**config.mk**
```make
export PLATFORM = sky130hd
export DESIGN_NAME = lsu_fsm
export DESIGN_NICKNAME = d
export VERILOG_FILES = /design/src/rtl/lsu_fsm.sv
export SDC_FILE = /design/constraint.sdc
export NUM_CORES = 1
export LEC_CHECK = 0
export CAP_MARGIN = 20
export CORE_MARGIN = 2
export CORE_UTILIZATION = 46
export DETAILED_ROUTE_END_ITERATION = 12
export PLACE_DENSITY = 0.87
export SLEW_MARGIN = 20
export SYNTH_ARGS = -nofsm -noshare
export SYNTH_HDL_FRONTEND = slang
export SYNTH_SLANG_ARGS = --single-unit
export TNS_END_PERCENT = 5
```
**constraint.sdc**
```tcl
create_clock -name clk -period 2.4 [get_ports clk]
set_input_delay 0.48 -clock clk [delete_from_list [all_inputs] [get_ports clk]]
set_output_delay 0.48 -clock clk [all_outputs]
set_load 0.03 [all_outputs]
```
**src/rtl/lsu_fsm.sv**
```systemverilog
`default_nettype none
// ============================================================================
// Module      : lsu_fsm
// Description : Multi-cycle load/store unit with a req/gnt + rvalid bus,
//               store lane replication, load extension and bus timeout.
// Revision    : 1.0 - initial release
// ============================================================================
module lsu_fsm #(
    parameter int TIMEOUT = 255
) (
    input  logic        clk,
    input  logic        rst_n,
    input  logic        req_valid,
    output logic        req_ready,
    input  logic        req_write,
    input  logic [2:0]  req_op,
    input  logic [31:0] req_addr,
    input  logic [31:0] req_wdata,
    output logic        resp_valid,
    output logic        resp_err,
    output logic [31:0] resp_rdata,
    output logic        mem_req,
    output logic        mem_we,
    output logic [31:0] mem_addr,
    output logic [31:0] mem_wdata,
    output logic [3:0]  mem_wmask,
    input  logic        mem_gnt,
    input  logic        mem_rvalid,
    input  logic [31:0] mem_rdata
);

    localparam logic [1:0]  c_IDLE    = 2'd0;
    localparam logic [1:0]  c_REQ     = 2'd1;
    localparam logic [1:0]  c_WAIT    = 2'd2;
    localparam logic [1:0]  c_RESP    = 2'd3;
    localparam logic [15:0] c_TO_LAST = 16'(TIMEOUT - 1);

    logic [1:0]  r_state, w_state_nxt;
    logic        r_write, w_write_nxt;
    logic [2:0]  r_op,    w_op_nxt;
    logic [31:0] r_addr,  w_addr_nxt;
    logic [31:0] r_wdata, w_wdata_nxt;
    logic [31:0] r_rdata, w_rdata_nxt;
    logic        r_err,   w_err_nxt;
    logic [15:0] r_cnt,   w_cnt_nxt;

    logic        w_bad_op;
    logic        w_timeout;
    logic [15:0] w_lane;
    logic [31:0] w_load;

    // Illegal encodings and misaligned accesses never reach the bus
    always_comb begin
        w_bad_op = req_write ? (req_op[2] | (req_op[1:0] == 2'b11))
                             : ((req_op[1:0] == 2'b11) | (req_op[2] & req_op[1]));
        if ((req_op[1:0] == 2'b01) && req_addr[0])
            w_bad_op = 1'b1;
        if ((req_op[1:0] == 2'b10) && (req_addr[1:0] != 2'b00))
            w_bad_op = 1'b1;
    end

    assign w_timeout = (r_cnt >= c_TO_LAST);
    assign w_lane    = 16'(mem_rdata >> {r_addr[1:0], 3'b000});

    always_comb begin
        case (r_op)
            3'b000:  w_load = {{24{w_lane[7]}}, w_lane[7:0]};
            3'b100:  w_load = {24'd0, w_lane[7:0]};
            3'b001:  w_load = {{16{w_lane[15]}}, w_lane};
            3'b101:  w_load = {16'd0, w_lane};
            default: w_load = mem_rdata;
        endcase
    end

    always_comb begin
        case (r_op[1:0])
            2'b00: begin
                mem_wdata = {4{r_wdata[7:0]}};
                mem_wmask = 4'b0001 << r_addr[1:0];
            end
            2'b01: begin
                mem_wdata = {2{r_wdata[15:0]}};
                mem_wmask = 4'b0011 << r_addr[1:0];
            end
            default: begin
                mem_wdata = r_wdata;
                mem_wmask = 4'b1111;
            end
        endcase
        if (!r_write)
            mem_wmask = 4'b0000;
    end

    always_comb begin
        w_state_nxt = r_state;
        w_write_nxt = r_write;
        w_op_nxt    = r_op;
        w_addr_nxt  = r_addr;
        w_wdata_nxt = r_wdata;
        w_rdata_nxt = r_rdata;
        w_err_nxt   = r_err;
        w_cnt_nxt   = r_cnt;
        case (r_state)
            c_IDLE: begin
                if (req_valid) begin
                    w_write_nxt = req_write;
                    w_op_nxt    = req_op;
                    w_addr_nxt  = req_addr;
                    w_wdata_nxt = req_wdata;
                    w_rdata_nxt = 32'd0;
                    w_err_nxt   = w_bad_op;
                    w_cnt_nxt   = 16'd0;
                    w_state_nxt = w_bad_op ? c_RESP : c_REQ;
                end
            end
            c_REQ: begin
                w_cnt_nxt = r_cnt + 16'd1;
                // A grant in the timeout cycle still wins
                if (mem_gnt) begin
                    w_state_nxt = r_write ? c_RESP : c_WAIT;
                end else if (w_timeout) begin
                    w_err_nxt   = 1'b1;
                    w_state_nxt = c_RESP;
                end
            end
            c_WAIT: begin
                w_cnt_nxt = r_cnt + 16'd1;
                if (mem_rvalid) begin
                    w_rdata_nxt = w_load;
                    w_state_nxt = c_RESP;
                end else if (w_timeout) begin
                    w_err_nxt   = 1'b1;
                    w_state_nxt = c_RESP;
                end
            end
            default: w_state_nxt = c_IDLE;
        endcase
    end

    always_ff @(posedge clk or negedge rst_n) begin
        if (!rst_n)
            r_state <= c_IDLE;
        else
            r_state <= w_state_nxt;
    end

    always_ff @(posedge clk or negedge rst_n) begin
        if (!rst_n) begin
            r_write <= 1'b0;
            r_op    <= 3'd0;
            r_addr  <= 32'd0;
            r_wdata <= 32'd0;
            r_rdata <= 32'd0;
            r_err   <= 1'b0;
            r_cnt   <= 16'd0;
        end else begin
            r_write <= w_write_nxt;
            r_op    <= w_op_nxt;
            r_addr  <= w_addr_nxt;
            r_wdata <= w_wdata_nxt;
            r_rdata <= w_rdata_nxt;
            r_err   <= w_err_nxt;
            r_cnt   <= w_cnt_nxt;
        end
    end

    assign req_ready  = (r_state == c_IDLE);
    assign resp_valid = (r_state == c_RESP);
    assign resp_err   = resp_valid & r_err;
    assign resp_rdata = r_rdata;
    assign mem_req    = (r_state == c_REQ);
    assign mem_we     = r_write;
    assign mem_addr   = {r_addr[31:2], 2'b00};

endmodule
`default_nettype wire
```
==> results.txt <==
Die area: 14200 um2
Initial antenna violation count: 0
Root Driver: clkbuf_16
Vias per inst: 5.67
Min cycle time layout: 2.27 ns
Max Freq: 441 MHz
Crit path DAT: 1.79 ns
Final Setup Violations: 0
Status: completed
Reg clk slew, reported paths: 0.06 ns
PwrDens: 1480 nW/um2
GP Congestion: 0.856
Gr usage total: 0.244
First drt pass iteration count: 5
Via count: 5122
Mapped Avg Cell Area: 11.2 um2
Worst rel slew slack: 0.634
Max Cap Violations: 0
FF/Latch Area: 2980 um2
FF-to-FF End: r_cnt[15]
Main synth FF type: dfrtp_1
Total gr overflow: 0
TritonCTS Buffers: 17
Antenna Nets Post-Route: 0
Largest area contributor in the netlist: dfrtp_1
Max IR drop VDD: 1250 uV
Fin. Hold Viols: 0
Largest family of logic cells by synthesized area: multiplexers
Synthesis Warnings: 0
Pins Over Slew Limit: 0
CP Class: flop to output port
IO Port Bufs: 207
Post-route cell area: 8690 um2
DRC viols: 0
Hold_buf cts: 0
R2R Path Start: r_state[1]
Synthesized area: 6100 um2
Nets: 829
Post-synthesis cell type count: 48
Post-synth EDFFs: 0
R2r setup slk: 0.21 ns
Synth area leaders: dfrtp_1 49%, mux2_2 16%, buf_4 4.9%, a221o_1 2.8%, mux2i_1 2.8%
Starting Density: 0.466
Vias in the first global route: 5298
Yosys reg bits: 119
Row count: 42
DP Area: 8100 um2
Crit-path max FO: 22
Post-Synth Adder-Cell Area: 0.0144
Share of cells above drive strength 1: 0.224
Pleak: 3.68 nW
Number of I/O pins: 210
Fillers: 928
Clk_lat worst skew: 0.41 ns
XOR/XNOR Fraction of Synth Area: 0.00574
Multi-input gate area: 2670 um2
Post-detail-place hpwl: 12000 um
Drt first-iter violations: 308
Compound-Gate Fraction of Synth Area: 0.122
Wire per inst: 18.5 um
Post-synthesis simple-gate area fraction: 0.105
CTS tree: yes
Clk sinks: 119
Final WL: 16700 um
Die height: 119 um
Crit. End Element: output port
Post-synthesis mux area share: 0.187
Largest net degree at the start of global routing: 69
Worst min path class: input pin to asynchronous set/reset pin
Share of the synthesized area in the top cell type: 0.488
Post-Layout Cell Count: 904
Synthesized instance count: 544
Area Overhead vs Synth: 42.5%
H-tree depth reported by CTS: 4
Worst Tran Pin Value: 0.548 ns
Asr flop ratio synth: 1.00
Placed cells: 873
CP required: 1.92 ns
Core area: 13100 um2
Clock Tree Buf Depth: 2
R2R depth: 6
Startpoint types: flop
Die X: 119 um
Core Util, Final: 0.664
Ant diodes: 0
Seq/Total Area, Yosys: 0.488
Crit share post-route: 0.945
First-pass GRT wire length: 27300 um
Hold WS: 0.0358 ns
Setup repair after global routing missed its margin: no
Clock Skew: 0.00620 ns
-- worst max path at each step --
stage	from	endpoint	slack (ns)	depth (start not counted)
final	r_op[1]	mem_wdata[10]	0.13	5
after CTS	r_op[1]	mem_wdata[10]	0.05	5
after floorplan	r_state[0]	r_cnt[15]	0.10	8
after detailed placement	req_valid	resp_rdata[22]	-0.07	5
after global placement	req_valid	resp_rdata[30]	0.02	5
after global routing	r_op[1]	mem_wdata[10]	0.0006	5
-- synthesized netlist by cell type, types with 2 or more instances --
cell type,number
or2_2,3
o21ai_0,27
o211ai_1,8
buf_1,10
buf_2,3
xnor2_1,4
or3_1,7
dfrtp_1,119
a221o_1,17
mux2i_1,17
a22o_1,5
mux2_2,86
ha_1,7
nor2_1,18
a21o_1,3
nand2b_1,15
buf_4,40
nand2_1,38
nor4_1,8
o31ai_1,5
a22oi_1,8
a21oi_1,24
inv_1,9
clkbuf_1,18
nor2b_1,6
a221oi_1,2
or4_1,6
nand4_1,5
nand3_1,7
-- critical path: stages (launching register included) --
cell and delay [ns]:
dfrtp_1 0.37, buf_6 0.17, nor2_1 0.12, buf_4 0.19, mux2_2 0.36, buf_4 0.17
-- metrics by stage --
step | TNS (ns) | setup slack, ns | power (mW)
floorplan | 0 | 0.105 | 8.12
global placement | 0 | 0.0227 | 10.2
detailed placement | -0.886 | -0.0679 | 10.4
CTS | 0 | 0.0513 | 12.9
global route | 0 | 0.000641 | 13.5
finish | 0 | 0.131 | 12.9
-- layer usage --
layer,wire [um],track usage
met4,622,0.126
met5,0,0
met3,1280,0.0757
met1,6340,0.283
met2,8480,0.407
-- cell families (layout without fill, tap and decap cells) --
group,after synthesis,after routing
other,1,2
DFF,119,119
and+or+nand+nor,120,120
AOI/OAI and AO/OA,108,108
buffers and inverters,82,265
muxes,103,103
adders and majority gates,7,7
xor gates and xnor gates,4,4
-- flip-flops by register name, indices dropped and copies added (netlist names) --
signal and count:
r_addr 32, r_err 1, r_state 2, r_op 3, resp_rdata 32, r_wdata 32
r_cnt 16, mem_we 1
-- cell type report --
class / instances / share of cell area
Clock buffer: 23 / 0.0550
Clock inverter: 7 / 0.0111
Inverter: 9 / 0.00389
Multi-Input combinational cell: 344 / 0.307
Sequential cell: 119 / 0.343
Tap cell: 176 / 0.0253
Timing Repair Buffer: 226 / 0.255
-- what timing repair did --
action                     in CTS  in global routing
setup endpoints to repair      20                 23
pin swaps                       0                  1
resized for setup              15                  1
buffers inserted                0                  1
-- cell usage in the layout, fill, tap and decap left out, drive strengths merged, types with 2 or more instances in the layout --
| cell | netlist | routed |
|---|---|---|
| a21o | 3 | 3 |
| o211ai | 8 | 8 |
| dfrtp | 119 | 119 |
| clkbuf | 19 | 23 |
| nand4 | 5 | 5 |
| buf | 54 | 40 |
| inv | 9 | 9 |
| conb | 1 | 2 |
| nand3 | 7 | 7 |
| xnor2 | 4 | 4 |
| o31ai | 5 | 5 |
| bufinv | 0 | 2 |
| o21ai | 27 | 27 |
| a221o | 17 | 17 |
| nor4 | 9 | 9 |
| or2 | 3 | 3 |
| nand2b | 15 | 15 |
| nor2 | 18 | 18 |
| clkdlybuf4s50 | 0 | 174 |
| or3 | 7 | 7 |
| a22oi | 8 | 8 |
| mux2 | 86 | 86 |
| a221oi | 2 | 2 |
| nand2 | 38 | 38 |
| clkinvlp | 0 | 3 |
| or4 | 6 | 6 |
| mux2i | 17 | 17 |
| ha | 7 | 7 |
| clkinv | 0 | 2 |
| nor2b | 7 | 7 |
| a22o | 5 | 5 |
| a21oi | 24 | 24 |
| dlygate4sd2 | 0 | 12 |
-- where the power goes --
part	leakage (nW)	switching, mW	internal, mW
logic	1.93	3.95	3.04
clock network	0.271	0.874	1.60
registers	1.48	0.592	2.81
No activity file was read; power rests on OpenSTA's default activity.
